`src/rtl/mips_bus_pkg.sv`:
```
// Shared types and constants for the Harvard MIPS to Avalon-MM bridge.
package mips_bus_pkg;

   typedef enum logic [1:0] {
      S_FETCH  = 2'd0,
      S_DATA   = 2'd1,
      S_COMMIT = 2'd2,
      S_HALT   = 2'd3
   } t_bridge_state;

   localparam logic [3:0]  BYTEEN_FULL  = 4'b1111;
   localparam logic [31:0] RESET_VECTOR = 32'hBFC0_0000;

endpackage

```
`src/rtl/bus_wait_timer.sv`:
```
// Counts consecutive stalled bus cycles and flags expiry on the TIMEOUT-th one.
module bus_wait_timer #(
   parameter int TIMEOUT = 256
) (
   input  logic clk,
   input  logic reset,
   input  logic stall,
   output logic expired
);

   localparam int CW = $clog2(TIMEOUT + 1);

   logic [CW-1:0] count;

   assign expired = stall && (count == CW'(TIMEOUT - 1));

   // Count stalled cycles; any cycle without a stall ends the transfer and clears the count.
   always_ff @(posedge clk) begin
      if (reset) begin
         count <= '0;
      end else if (!stall || expired) begin
         count <= '0;
      end else begin
         count <= count + CW'(1);
      end
   end

endmodule

```
`src/rtl/mips_harvard_avalon_bridge.sv`:
```
// Serialises the CPU instruction and data ports onto one Avalon-MM master:
// fetch, optional data access, then a one-clk commit pulse to the CPU.
module mips_harvard_avalon_bridge
   import mips_bus_pkg::*;
#(
   parameter int TIMEOUT = 256,
   parameter int ADDR_W  = 32
) (
   input  logic              clk,
   input  logic              reset,
   input  logic              cpu_active,
   input  logic [ADDR_W-1:0] cpu_instr_address,
   output logic [31:0]       cpu_instr_readdata,
   input  logic [ADDR_W-1:0] cpu_data_address,
   input  logic              cpu_data_read,
   input  logic              cpu_data_write,
   input  logic [31:0]       cpu_data_writedata,
   output logic [31:0]       cpu_data_readdata,
   output logic              cpu_clock_enable,
   output logic [ADDR_W-1:0] avm_address,
   output logic              avm_read,
   output logic              avm_write,
   output logic [31:0]       avm_writedata,
   output logic [3:0]        avm_byteenable,
   input  logic              avm_waitrequest,
   input  logic [31:0]       avm_readdata,
   output logic              bus_error
);

   t_bridge_state state;
   t_bridge_state next_state;

   logic data_single;
   logic xfer_active;
   logic xfer_stall;
   logic xfer_done;
   logic timeout;
   logic latch_instr;
   logic latch_data;
   logic set_error;

   // Exactly one of read/write requested is a legal data access.
   assign data_single = cpu_data_read ^ cpu_data_write;
   assign xfer_active = !reset && ((state == S_FETCH) || ((state == S_DATA) && data_single));
   assign xfer_stall  = xfer_active && avm_waitrequest;
   assign xfer_done   = xfer_active && !avm_waitrequest;

   assign avm_byteenable = BYTEEN_FULL;
   assign avm_writedata  = cpu_data_writedata;

   bus_wait_timer #(
      .TIMEOUT(TIMEOUT)
   ) u_timer (
      .clk    (clk),
      .reset  (reset),
      .stall  (xfer_stall),
      .expired(timeout)
   );

   // Bus strobes, address mux, buffer latch enables and next-state decode.
   always_comb begin
      next_state       = state;
      avm_read         = 1'b0;
      avm_write        = 1'b0;
      avm_address      = {cpu_instr_address[ADDR_W-1:2], 2'b00};
      cpu_clock_enable = 1'b0;
      latch_instr      = 1'b0;
      latch_data       = 1'b0;
      set_error        = 1'b0;
      case (state)
         S_FETCH: begin
            avm_read = xfer_active;
            if (xfer_done) begin
               latch_instr = 1'b1;
               next_state  = S_DATA;
            end else if (timeout) begin
               set_error  = 1'b1;
               next_state = S_DATA;
            end
         end
         S_DATA: begin
            avm_address = {cpu_data_address[ADDR_W-1:2], 2'b00};
            if (cpu_data_read && cpu_data_write) begin
               set_error  = 1'b1;
               next_state = S_COMMIT;
            end else if (data_single) begin
               avm_read  = xfer_active && cpu_data_read;
               avm_write = xfer_active && cpu_data_write;
               if (xfer_done) begin
                  latch_data = cpu_data_read;
                  next_state = S_COMMIT;
               end else if (timeout) begin
                  set_error  = 1'b1;
                  next_state = S_COMMIT;
               end
            end else begin
               next_state = S_COMMIT;
            end
         end
         S_COMMIT: begin
            cpu_clock_enable = !reset;
            next_state       = cpu_active ? S_FETCH : S_HALT;
         end
         default: begin
            next_state = S_HALT;
         end
      endcase
   end

   // State register, read buffers and the sticky error flag.
   always_ff @(posedge clk) begin
      if (reset) begin
         state              <= S_FETCH;
         cpu_instr_readdata <= '0;
         cpu_data_readdata  <= '0;
         bus_error          <= 1'b0;
      end else begin
         state <= next_state;
         if (latch_instr) begin
            cpu_instr_readdata <= avm_readdata;
         end
         if (latch_data) begin
            cpu_data_readdata <= avm_readdata;
         end
         if (set_error) begin
            bus_error <= 1'b1;
         end
      end
   end

endmodule

```
`config.mk`:
```
export PLATFORM = sky130hd
export DESIGN_NAME = mips_harvard_avalon_bridge
export DESIGN_NICKNAME = d
export VERILOG_FILES = /design/src/rtl/mips_bus_pkg.sv /design/src/rtl/bus_wait_timer.sv /design/src/rtl/mips_harvard_avalon_bridge.sv
export SDC_FILE = /design/constraint.sdc
export NUM_CORES = 1
export LEC_CHECK = 0
export CORE_MARGIN = 2
export CORE_UTILIZATION = 31
export CTS_CLUSTER_DIAMETER = 120
export DETAILED_ROUTE_END_ITERATION = 7
export HOLD_SLACK_MARGIN = 0.02
export PLACE_DENSITY = 0.79
export SLEW_MARGIN = 20
export SYNTH_ARGS = -nofsm -noshare
export SYNTH_HDL_FRONTEND = slang
export SYNTH_SLANG_ARGS = --single-unit
```
`constraint.sdc`:
```
create_clock -name clk -period 1.8 [get_ports clk]
set_clock_uncertainty 0.1 [all_clocks]
set_input_delay 0.36 -clock clk [delete_from_list [all_inputs] [get_ports clk]]
set_output_delay 0.36 -clock clk [all_outputs]
set_load 0.005 [all_outputs]
```
==> results.ini <==
[outcome]
status = finished with violations
violations = negative setup slack

[clocking]
cts_made_buffers = 9
worst_skew_pair_latency_ps = 320
cts.root.buffer_cell = clkbuf_16
htree_num_levels = 3
post_cts_hold_buffer_count = 0
max-clock-path-buffers = 2
tritoncts = yes
total_clock_sinks = 76
clk_transition_reported_paths_ps = 60

[sta]
worst_slack_ps = -269
final_hold_viol_count = 0
max-slew-margin-rel = 0.635
setup-tns-final_ps = -6650
tightestPinTransition_ps = 548
fmax_ghz = 0.483
period_minus_slack_ps = 2070
final_cycle_utilization_of_the_critical_path = 1.15
slew_viol_final = 0
finalSetupViolCount = 32
grt_setup_unrepaired = yes

[cells_and_area]
final_cell_count_no_fill = 752
antenna_cells_inserted = 0
post-route-cell-area_sq_um = 6260
layout.nets = 741
layout_cell_share_with_drive_strength_beyond_1 = 0.222
area_delta_synth_final_pct = 70.8

[power_and_ir_drop]
peakVddDrop_v = 0.000456
p_seq_frac = 0.364
power.internal_w = 0.00374
power.switching_fraction = 0.252
switching_power_w = 0.00126
static-leakage-power_nw = 2.37
power.density_cell_area_nw_per_um2 = 798
combinationalPowerShare = 0.280
power.share.clock = 0.356

[worst_hold_path]
class_of_the_tightest_hold_or_removal_check = input port to register
min_path_cells = 3
worst_hold_path.endpoint = state[1]$_SDFFE_PP0P_
holdCritStartpoint = reset

[global_route]
grt_antenna_before_repair = 0
pin_count_of_the_biggest_net_entering_global_routing = 65
total_congestion_overflow = 0
grt_usage = 0.185
grt_pass1_wl_um = 19100
number_of_global_route_vias_before_repair = 3679

[drt]
via_count = 3670
post_drt_wl_per_cell_um = 17.0
drtIter0Drc = 232
drt_wl_total_um = 12800
drt_pre_antenna_iters = 4
drt.antenna.violating_nets = 0
drc = 0
avgViaCountPerCell = 4.88

[synthesis]
syn_inst = 425
synthMostInstantiatedCell = dfxtp_1
yosys_register_bits = 76
synthesis.area_per_instance_sq_um = 8.63
synth_enable_flop_cells = 0
async_reset_ff_frac = 0
synth-warning-count = 0
post-synth-top-area-fraction = 0.415
synth_sequential_area_ratio = 0.415
number_of_distinct_library_cells_after_synthesis = 38
postSynth.topFlopCell = dfxtp_1
synth.area.top_cells = dfxtp_1 41%, mux2_2 9.2%, o21ai_0 8.6%
synth_area_leader_cell = dfxtp_1
synth.cell_area_sq_um = 3670
synth_common_cells = 76 x dfxtp_1, 63 x o21ai_0, 42 x buf_4, 34 x nand2_1, 34 x nand3_1

[worst_setup_path]
reg2regPathDepth = 8
cp_max_fo = 5
endpoint_kind = output pin
crit_arrival_ps = 1610
start_kind = register
worstPathRequired_ps = 1340
worstReg2RegStart = state[0]$_SDFFE_PP0P_
crit_type = register to output pin
rr_endpoint = cpu_data_readdata[1]$_SDFFE_PP0P_
ff2ff_setup_slack_ps = 70

[place]
detailedPlacementHpwl_um = 8880
io_buffers = 195
gp_routability_congestion = 0.761
postPlaceCellArea_sq_um = 5570
cells_after_dpl = 722

[floorplan]
floorplan.initialDensity = 0.320
placementRows = 39
coreArea_sq_um = 11500
floorplan.die_area_sq_um = 12700
die_height_um = 113
io-pin-count = 270
die_outline_width_um = 113

[flow_run]
max-cap-violations = 0

[metrics by stage]
step	hold WS (ps)	util	setup WS (ps)	power, W
after floorplan	326	-	12.0	0.00234
after global placement	361	0.486	-755	0.00295
after CTS	367	0.536	-260	0.00496
final	359	0.546	-269	0.00500
after global routing	366	0.546	-323	0.00519
after detailed placement	365	0.486	-760	0.00297
[placed cells by master (no fill, tap or decap), drive strengths merged, types with 3 or more instances in the layout]
cell type and n:
xnor2 3, nand2b 33, ha 3, buf 72, o21ai 67, nor2 11, nand2 34, nand3 35
clkbuf 12, inv 4, conb 6, mux2 30, a21oi 33, dfxtp 76, xor2 3, nor2b 3
clkdlybuf4s50 159
[flip-flops by register name, indices dropped and copies added (netlist names)]
name / cells
cpu_data_readdata: 32
cpu_instr_readdata: 32
u_timer.count: 9
state: 2
bus_error: 1
[cell type report]
type                       instances  area, sq um
fill                             985         5200
timing repair buffer             235         2400
multi-input combinational        278         1850
sequential                        76         1530
clock buffer                      11          233
tap                              143          179
clock inverter                     5         62.6
inverter                           4         15.0
[critical path: stages, from the launching register on]
cell	delay [ps]
dfxtp_2	330
nor2b_4	180
buf_6	130
buf_6	100
buf_6	120
mux2_4	310
buf_6	120
[per-layer routing]
| metal | vias to the layer above | GRT usage | share of wire |
|---|---|---|---|
| met5 | - | 0 | 0 |
| met4 | 0 | 0.0463 | 0.012 |
| met3 | 17 | 0.0503 | 0.072 |
| met2 | 168 | 0.325 | 0.51 |
| met1 | 1719 | 0.225 | 0.41 |
| li1 | 1766 | - | - |
[worst max-delay path by stage]
stage | from | to | slack, ps | cells after the start
floorplan | u_timer.count[0]$_SDFF_PP0_ | state[0]$_SDFFE_PP0P_ | 10 | 7
global route | state[0]$_SDFFE_PP0P_ | avm_address[12] | -320 | 6
detailed placement | cpu_data_read | avm_read | -760 | 6
CTS | state[0]$_SDFFE_PP0P_ | avm_address[12] | -260 | 6
finish | state[0]$_SDFFE_PP0P_ | avm_address[10] | -270 | 6
global placement | cpu_data_read | avm_read | -760 | 6
[timing repair]
action / 4_1_cts / 5_1_grt
pin swaps: 4 / 2
buffers inserted: 10 / 2
cloned: 1 / 1
resized for setup: 211 / 23
endpoints found under the setup margin: 66 / 55
[power groups by stage]
stage / Sequential, W / Combinational [W] / Clock (W)
finish: 0.00182 / 0.00140 / 0.00178
global route: 0.00183 / 0.00148 / 0.00188
CTS: 0.00182 / 0.00133 / 0.00181
detailed placement: 0.00185 / 0.00112 / 0
global placement: 0.00185 / 0.00110 / 0
floorplan: 0.00186 / 0.000486 / 0
[kinds of logic (layout without fill, tap and decap cells)]
| group | Yosys count | in the layout | share of synthesized area |
|---|---|---|---|
| and+or+nand+nor | 128 | 128 | 0.187 |
| DFF | 76 | 76 | 0.415 |
| buffers and inverters | 75 | 255 | 0.133 |
| AOI/OAI and AO/OA | 105 | 105 | 0.147 |
| xor gates and xnor gates | 6 | 6 | 0.0143 |
| adders and majority gates | 3 | 3 | 0.0102 |
| muxes | 30 | 30 | 0.0921 |
| other | 2 | 6 | 0.00205 |
(Power assumes the default switching activity.)
